`config.mk`:
```
export PLATFORM = sky130hd
export DESIGN_NAME = mem_wb_stage
export DESIGN_NICKNAME = d
export VERILOG_FILES = /design/src/rtl/mem_wb_stage.sv
export SDC_FILE = /design/constraint.sdc
export NUM_CORES = 1
export LEC_CHECK = 0
export CORE_MARGIN = 2
export CORE_UTILIZATION = 35
export CTS_BUF_LIST = sky130_fd_sc_hd__clkbuf_4 sky130_fd_sc_hd__clkbuf_8 sky130_fd_sc_hd__clkbuf_16
export CTS_CLUSTER_DIAMETER = 30
export DETAILED_ROUTE_END_ITERATION = 10
export PLACE_DENSITY = 0.66
export SETUP_SLACK_MARGIN = 0.3
export SKIP_CTS_REPAIR_TIMING = 1
export SLEW_MARGIN = 5
export SYNTH_ARGS = -nofsm -noshare
export SYNTH_HDL_FRONTEND = slang
export SYNTH_SLANG_ARGS = --single-unit
export TNS_END_PERCENT = 100
```
`constraint.sdc`:
```
create_clock -name clk -period 3.4 [get_ports clk]
set_input_delay 1.02 -clock clk [delete_from_list [all_inputs] [get_ports clk]]
set_output_delay 1.02 -clock clk [all_outputs]
set_load 0.01 [all_outputs]
```
`src/rtl/mem_wb_stage.sv`:
```
// -----------------------------------------------------------------------------
// mem_wb_stage
//
// Purpose:
//   MEM/WB pipeline register for a 5-stage in-order core. It registers the
//   result of the MEM stage for the register-file write port. For loads it
//   extracts the addressed byte, halfword or word from the big-endian memory
//   word and sign- or zero-extends it. It flags misaligned loads as address
//   errors and keeps a count of retired instructions.
//
// Ports:
//   clk            in   1   clock, rising edge active
//   rst            in   1   synchronous reset, active-low (0 = reset)
//   stall_mem      in   1   MEM stage stalled: insert a bubble
//   stall_wb       in   1   WB stage stalled: hold every output
//   flush          in   1   discard the in-flight instruction (bubble)
//   mem_valid      in   1   MEM presents a real instruction
//   mem_we         in   1   instruction writes a GPR
//   mem_waddr      in   5   destination GPR
//   mem_wdata      in  32   ALU result for non-loads
//   mem_ld_op      in   3   000 none, 001 LB, 010 LBU, 011 LH, 100 LHU,
//                           101 LW, 110/111 none
//   mem_addr_lo    in   2   byte offset of the load address
//   mem_rdata      in  32   raw memory word, offset 0 = bits 31:24
//   wb_we          out  1   register-file write enable
//   wb_waddr       out  5   register-file write address
//   wb_wdata       out 32   register-file write data
//   wb_excp_ade    out  1   address-error load flag (one cycle unless held)
//   wb_retire_cnt  out 32   retired-instruction count, wraps at 2^32
//
// Every output comes straight from a flop. The update priority is reset,
// then flush, then stall_wb, then stall_mem, then capture.
// -----------------------------------------------------------------------------
module mem_wb_stage (
  input  logic        clk,
  input  logic        rst,
  input  logic        stall_mem,
  input  logic        stall_wb,
  input  logic        flush,
  input  logic        mem_valid,
  input  logic        mem_we,
  input  logic [4:0]  mem_waddr,
  input  logic [31:0] mem_wdata,
  input  logic [2:0]  mem_ld_op,
  input  logic [1:0]  mem_addr_lo,
  input  logic [31:0] mem_rdata,
  output logic        wb_we,
  output logic [4:0]  wb_waddr,
  output logic [31:0] wb_wdata,
  output logic        wb_excp_ade,
  output logic [31:0] wb_retire_cnt
);

  localparam logic [2:0] LD_NONE = 3'b000;
  localparam logic [2:0] LD_LB   = 3'b001;
  localparam logic [2:0] LD_LBU  = 3'b010;
  localparam logic [2:0] LD_LH   = 3'b011;
  localparam logic [2:0] LD_LHU  = 3'b100;
  localparam logic [2:0] LD_LW   = 3'b101;

  // State registers and their next-state values
  logic        we_q,    we_d;
  logic [4:0]  waddr_q, waddr_d;
  logic [31:0] wdata_q, wdata_d;
  logic        ade_q,   ade_d;
  logic [31:0] cnt_q,   cnt_d;

  // Byte lane for a given offset; the memory word is big-endian.
  function automatic logic [7:0] pick_byte(input logic [31:0] word,
                                           input logic [1:0]  off);
    logic [7:0] b;
    case (off)
      2'd0:    b = word[31:24];
      2'd1:    b = word[23:16];
      2'd2:    b = word[15:8];
      default: b = word[7:0];
    endcase
    return b;
  endfunction

  // Only offsets 0 and 2 are legal for halfwords. Bit 0 is checked elsewhere,
  // so only bit 1 selects the half here.
  function automatic logic [15:0] pick_half(input logic [31:0] word,
                                            input logic [1:0]  off);
    return off[1] ? word[15:0] : word[31:16];
  endfunction

  function automatic logic is_misaligned(input logic [2:0] op,
                                         input logic [1:0] off);
    logic m;
    case (op)
      LD_LH, LD_LHU: m = off[0];
      LD_LW:         m = (off != 2'd0);
      default:       m = 1'b0;
    endcase
    return m;
  endfunction

  // Write-back value for an aligned instruction. Opcodes 110/111 behave like
  // "none" and pass the ALU result through.
  function automatic logic [31:0] load_result(input logic [2:0]  op,
                                              input logic [1:0]  off,
                                              input logic [31:0] rdata,
                                              input logic [31:0] alu);
    logic [7:0]  b;
    logic [15:0] h;
    logic [31:0] r;
    b = pick_byte(rdata, off);
    h = pick_half(rdata, off);
    case (op)
      LD_LB:   r = {{24{b[7]}}, b};
      LD_LBU:  r = {24'd0, b};
      LD_LH:   r = {{16{h[15]}}, h};
      LD_LHU:  r = {16'd0, h};
      LD_LW:   r = rdata;
      default: r = alu;
    endcase
    return r;
  endfunction

  logic misaligned;
  assign misaligned = is_misaligned(mem_ld_op, mem_addr_lo);

  always_comb begin
    we_d    = we_q;
    waddr_d = waddr_q;
    wdata_d = wdata_q;
    ade_d   = ade_q;
    cnt_d   = cnt_q;
    if (flush || (!stall_wb && (stall_mem || !mem_valid))) begin
      // Bubble: clear the payload and leave the counter alone.
      we_d    = 1'b0;
      waddr_d = 5'd0;
      wdata_d = 32'd0;
      ade_d   = 1'b0;
    end else if (!stall_wb) begin
      // Valid capture. It retires even when it is misaligned or targets r0.
      waddr_d = mem_waddr;
      cnt_d   = cnt_q + 32'd1;
      if (misaligned) begin
        we_d    = 1'b0;
        wdata_d = 32'd0;
        ade_d   = 1'b1;
      end else begin
        we_d    = mem_we && (mem_waddr != 5'd0);
        wdata_d = load_result(mem_ld_op, mem_addr_lo, mem_rdata, mem_wdata);
        ade_d   = 1'b0;
      end
    end
    // Otherwise stall_wb holds every register, including the ADE flag.
  end

  always_ff @(posedge clk) begin
    if (!rst) begin
      we_q    <= 1'b0;
      waddr_q <= 5'd0;
      wdata_q <= 32'd0;
      ade_q   <= 1'b0;
      cnt_q   <= 32'd0;
    end else begin
      we_q    <= we_d;
      waddr_q <= waddr_d;
      wdata_q <= wdata_d;
      ade_q   <= ade_d;
      cnt_q   <= cnt_d;
    end
  end

  assign wb_we         = we_q;
  assign wb_waddr      = waddr_q;
  assign wb_wdata      = wdata_q;
  assign wb_excp_ade   = ade_q;
  assign wb_retire_cnt = cnt_q;

endmodule

```
==> results.ini <==
[status]
status=complete, no violations

[placement]
io_buffers=151
place_ws_ps=13.22
placed_cells=748
place_congestion=0.8735
dp_hpwl_mm=9.460

[clocking]
path_clk_slew_ps=60
clockBufferDepth=2
clockRootBuffer=clkbuf_16
cts_tree=yes
clk_latency_ps=330
cts_buffers=9
h-tree-depth=3
clock-sinks=71

[yosys]
synth_top_area_share_pct=35.03
synth_seq_cells=71
synthArstFlopShare_pct=0
synth_edf_count=0
ys_seq_area_share_pct=35.03
yosysTopAreaCell=dfxtp_1
synth_ff_type=dfxtp_1
synth.distinct_cells=51
synthTopCellsByArea=dfxtp_1 35%, a21oi_1 4.8%, o31ai_1 4.1%
syn_area_mm2=0.004058
ys_warn_count=0
synthesis.nets=554
syn_inst=472
syn_area_per_cell_um2=8.597

[pwr]
swShare_pct=24.91
power.share.combinational_pct=16.2
p_seq_share_pct=37.8
p_leak_nw=2.121
power_switching_mw=0.5625
power_frac_clock_pct=46.0
p_int_mw=1.696
vdd_drop_max_uv=189.7
powerDensity_mw_per_mm2=368.8

[global_routing]
antenna_found_initial=0
grt_pass1_wl_mm=20.75
grt_pass1_vias=4137
grt.overflow.total=0
grt_usage_pct=20.16
grt_max_degree=33

[finish]
syn_to_final_growth_pct=50.91
multi_input_area_mm2=0.002432
fin_cells=766
diodes=0
nets=700
drive_gt1_share_pct=12.20
fill_cells=1073
final_core_util_pct=53.86
seqCellArea_mm2=0.001421

[floorplan]
coreArea_mm2=0.01137
chipHeight_um=111.7
start_util_pct=35.69
io_pins=152
dieArea_mm2=0.01247
num_rows=39
die_w_um=111.7

[critical_path]
slowest_delay_ps=560
crit_chain=clkdlybuf4s50_1 > or4b_4 > or4_4 > buf_8 > or4_4 > a21oi_2
crit_type=in -> reg
endpoint_kind=flip-flop
arrival_ps=3300
crit_slowest_cell=or4b_4
start_kind=input port
cp.required_ps=3670
cp_common_cell=or4_4
path_max_fanout=21
reg2reg_setup_slack_ps=1090

[sta]
skew_ps=6.632
hold_violations=0
setup_viol=0
setup_ws_ps=371.8
relSlewSlack_pct=56.80
rsz0062_at_grt=no
drv_slew=0
fin_crit_sh_pct=89.07
fin_crit_ps=3028
worstMarginPinSlew_ps=647.9
max_freq_ghz=0.3302
fin_tns_setup_ps=0

[detailed_routing]
avgViaCountPerCell=5.636
drt_iter0_markers=201
dr.max_layer_used=met4
ant_nets=0
met3_wirelength_um=984
drt_pre_antenna_iters=4
drt-total-wl_mm=12.87
wl_per_cell_um=16.81
met1_length_mm=5.871
vias=4317
drc_errors=0
met2WireLength_mm=5.857

[job]
drv_cap=0

[min_path]
hp-class=reg -> reg

## cells in the final DEF (no fill, tap or decap), types with 16 or more instances in the layout
master	synthesis	layout
clkdlybuf4s50_1	0	151
dfxtp_1	71	71
a21oi_1	39	38
nor2_1	34	34
nand2_1	31	31
o31ai_1	22	22
buf_4	0	22
or2_2	17	17
o22a_1	16	16
a22o_1	16	16
a32o_1	16	16
## synth_stat cells, types with 2 or more instances
cell type / number
a21oi_1: 39
a22o_1: 16
a32o_1: 16
and2_1: 2
and3_1: 2
and3b_1: 2
and4_1: 4
buf_1: 4
buf_6: 2
clkbuf_1: 32
dfxtp_1: 71
inv_1: 14
mux2_2: 4
mux2i_1: 7
mux4_2: 7
nand2_1: 31
nand2b_1: 5
nand3_1: 11
nand3b_1: 15
nand4_1: 14
nand4b_1: 2
nor2_1: 34
nor3_1: 4
nor3b_1: 2
o2111ai_1: 8
o21a_1: 3
o21ai_0: 15
o22a_1: 16
o31ai_1: 22
or2_2: 17
or3_1: 6
or4_1: 17
or4b_4: 2
xnor2_1: 4
xor2_1: 6
## layer usage
| metal | vias to the layer above | GRT usage (%) |
|---|---|---|
| met5 | - | 0 |
| met3 | 14 | 5.879 |
| met2 | 190 | 31.60 |
| met4 | 0 | 6.255 |
| li1 | 2103 | - |
| met1 | 2010 | 26.93 |
## power groups by stage
stage                     combinational [mW]  sequential [mW]  clock (mW)
final                                  0.366            0.853        1.04
after global routing                   0.395            0.854        1.11
after CTS                              0.365            0.853        1.06
after detailed placement               0.362            0.871           0
after global placement                 0.358            0.871           0
after floorplan                        0.170            0.876           0
## path summary, 6_finish.rpt
path | start | endpoint | cells past startpoint
min reg2reg | wb_wdata[11]$_SDFFE_PP0N_ | wb_wdata[11]$_SDFFE_PP0N_ | 1
max reg2reg | wb_retire_cnt[10]$_SDFFE_PN0P_ | wb_retire_cnt[23]$_SDFFE_PN0P_ | 4
max | stall_wb | wb_retire_cnt[31]$_SDFFE_PN0P_ | 6
min | wb_wdata[11]$_SDFFE_PP0N_ | wb_wdata[11]$_SDFFE_PP0N_ | 1
## through the flow
stage | instance area (um^2) | power (mW) | hold slack (ps)
4_1_cts | 6090 | 2.277 | 471.5
5_1_grt | 6123 | 2.354 | 483.4
3_5_place_dp | 5763 | 1.233 | 459.0
3_3_place_gp | 5763 | 1.229 | 456.7
6_report | 6123 | 2.258 | 470.8
2_1_floorplan | 4058 | 1.046 | 495.9
## area by class of cell
class / instances / area share, %
Tap cell: 143 / 2.922
Timing Repair Buffer: 175 / 27.95
Multi-Input combinational cell: 347 / 39.72
Clock buffer: 9 / 3.678
Clock inverter: 7 / 1.655
Inverter: 14 / 0.8582
Sequential cell: 71 / 23.21
## sequential cells by signal, summed over array words and instances (netlist names)
signal,cells
wb_wdata,32
wb_we,1
wb_waddr,5
wb_excp_ade,1
wb_retire_cnt,32
## kinds of logic after synthesis
logic type	Yosys count	synth area share [%]
flops	71	35.03
simple gates	175	24.67
buf+inv	54	5.427
compound gates	143	25.69
xor+xnor	10	2.158
mux	18	6.722
fa+ha+maj	1	0.3083
## critical path: cells and delay by family
family | cells | cell delay [ps]
AND/OR/NAND/NOR | 3 | 1550
buffers and inverters | 2 | 590
AO/OA/AOI/OAI | 1 | 130
Note: power is estimated with default switching activity, not from simulation.
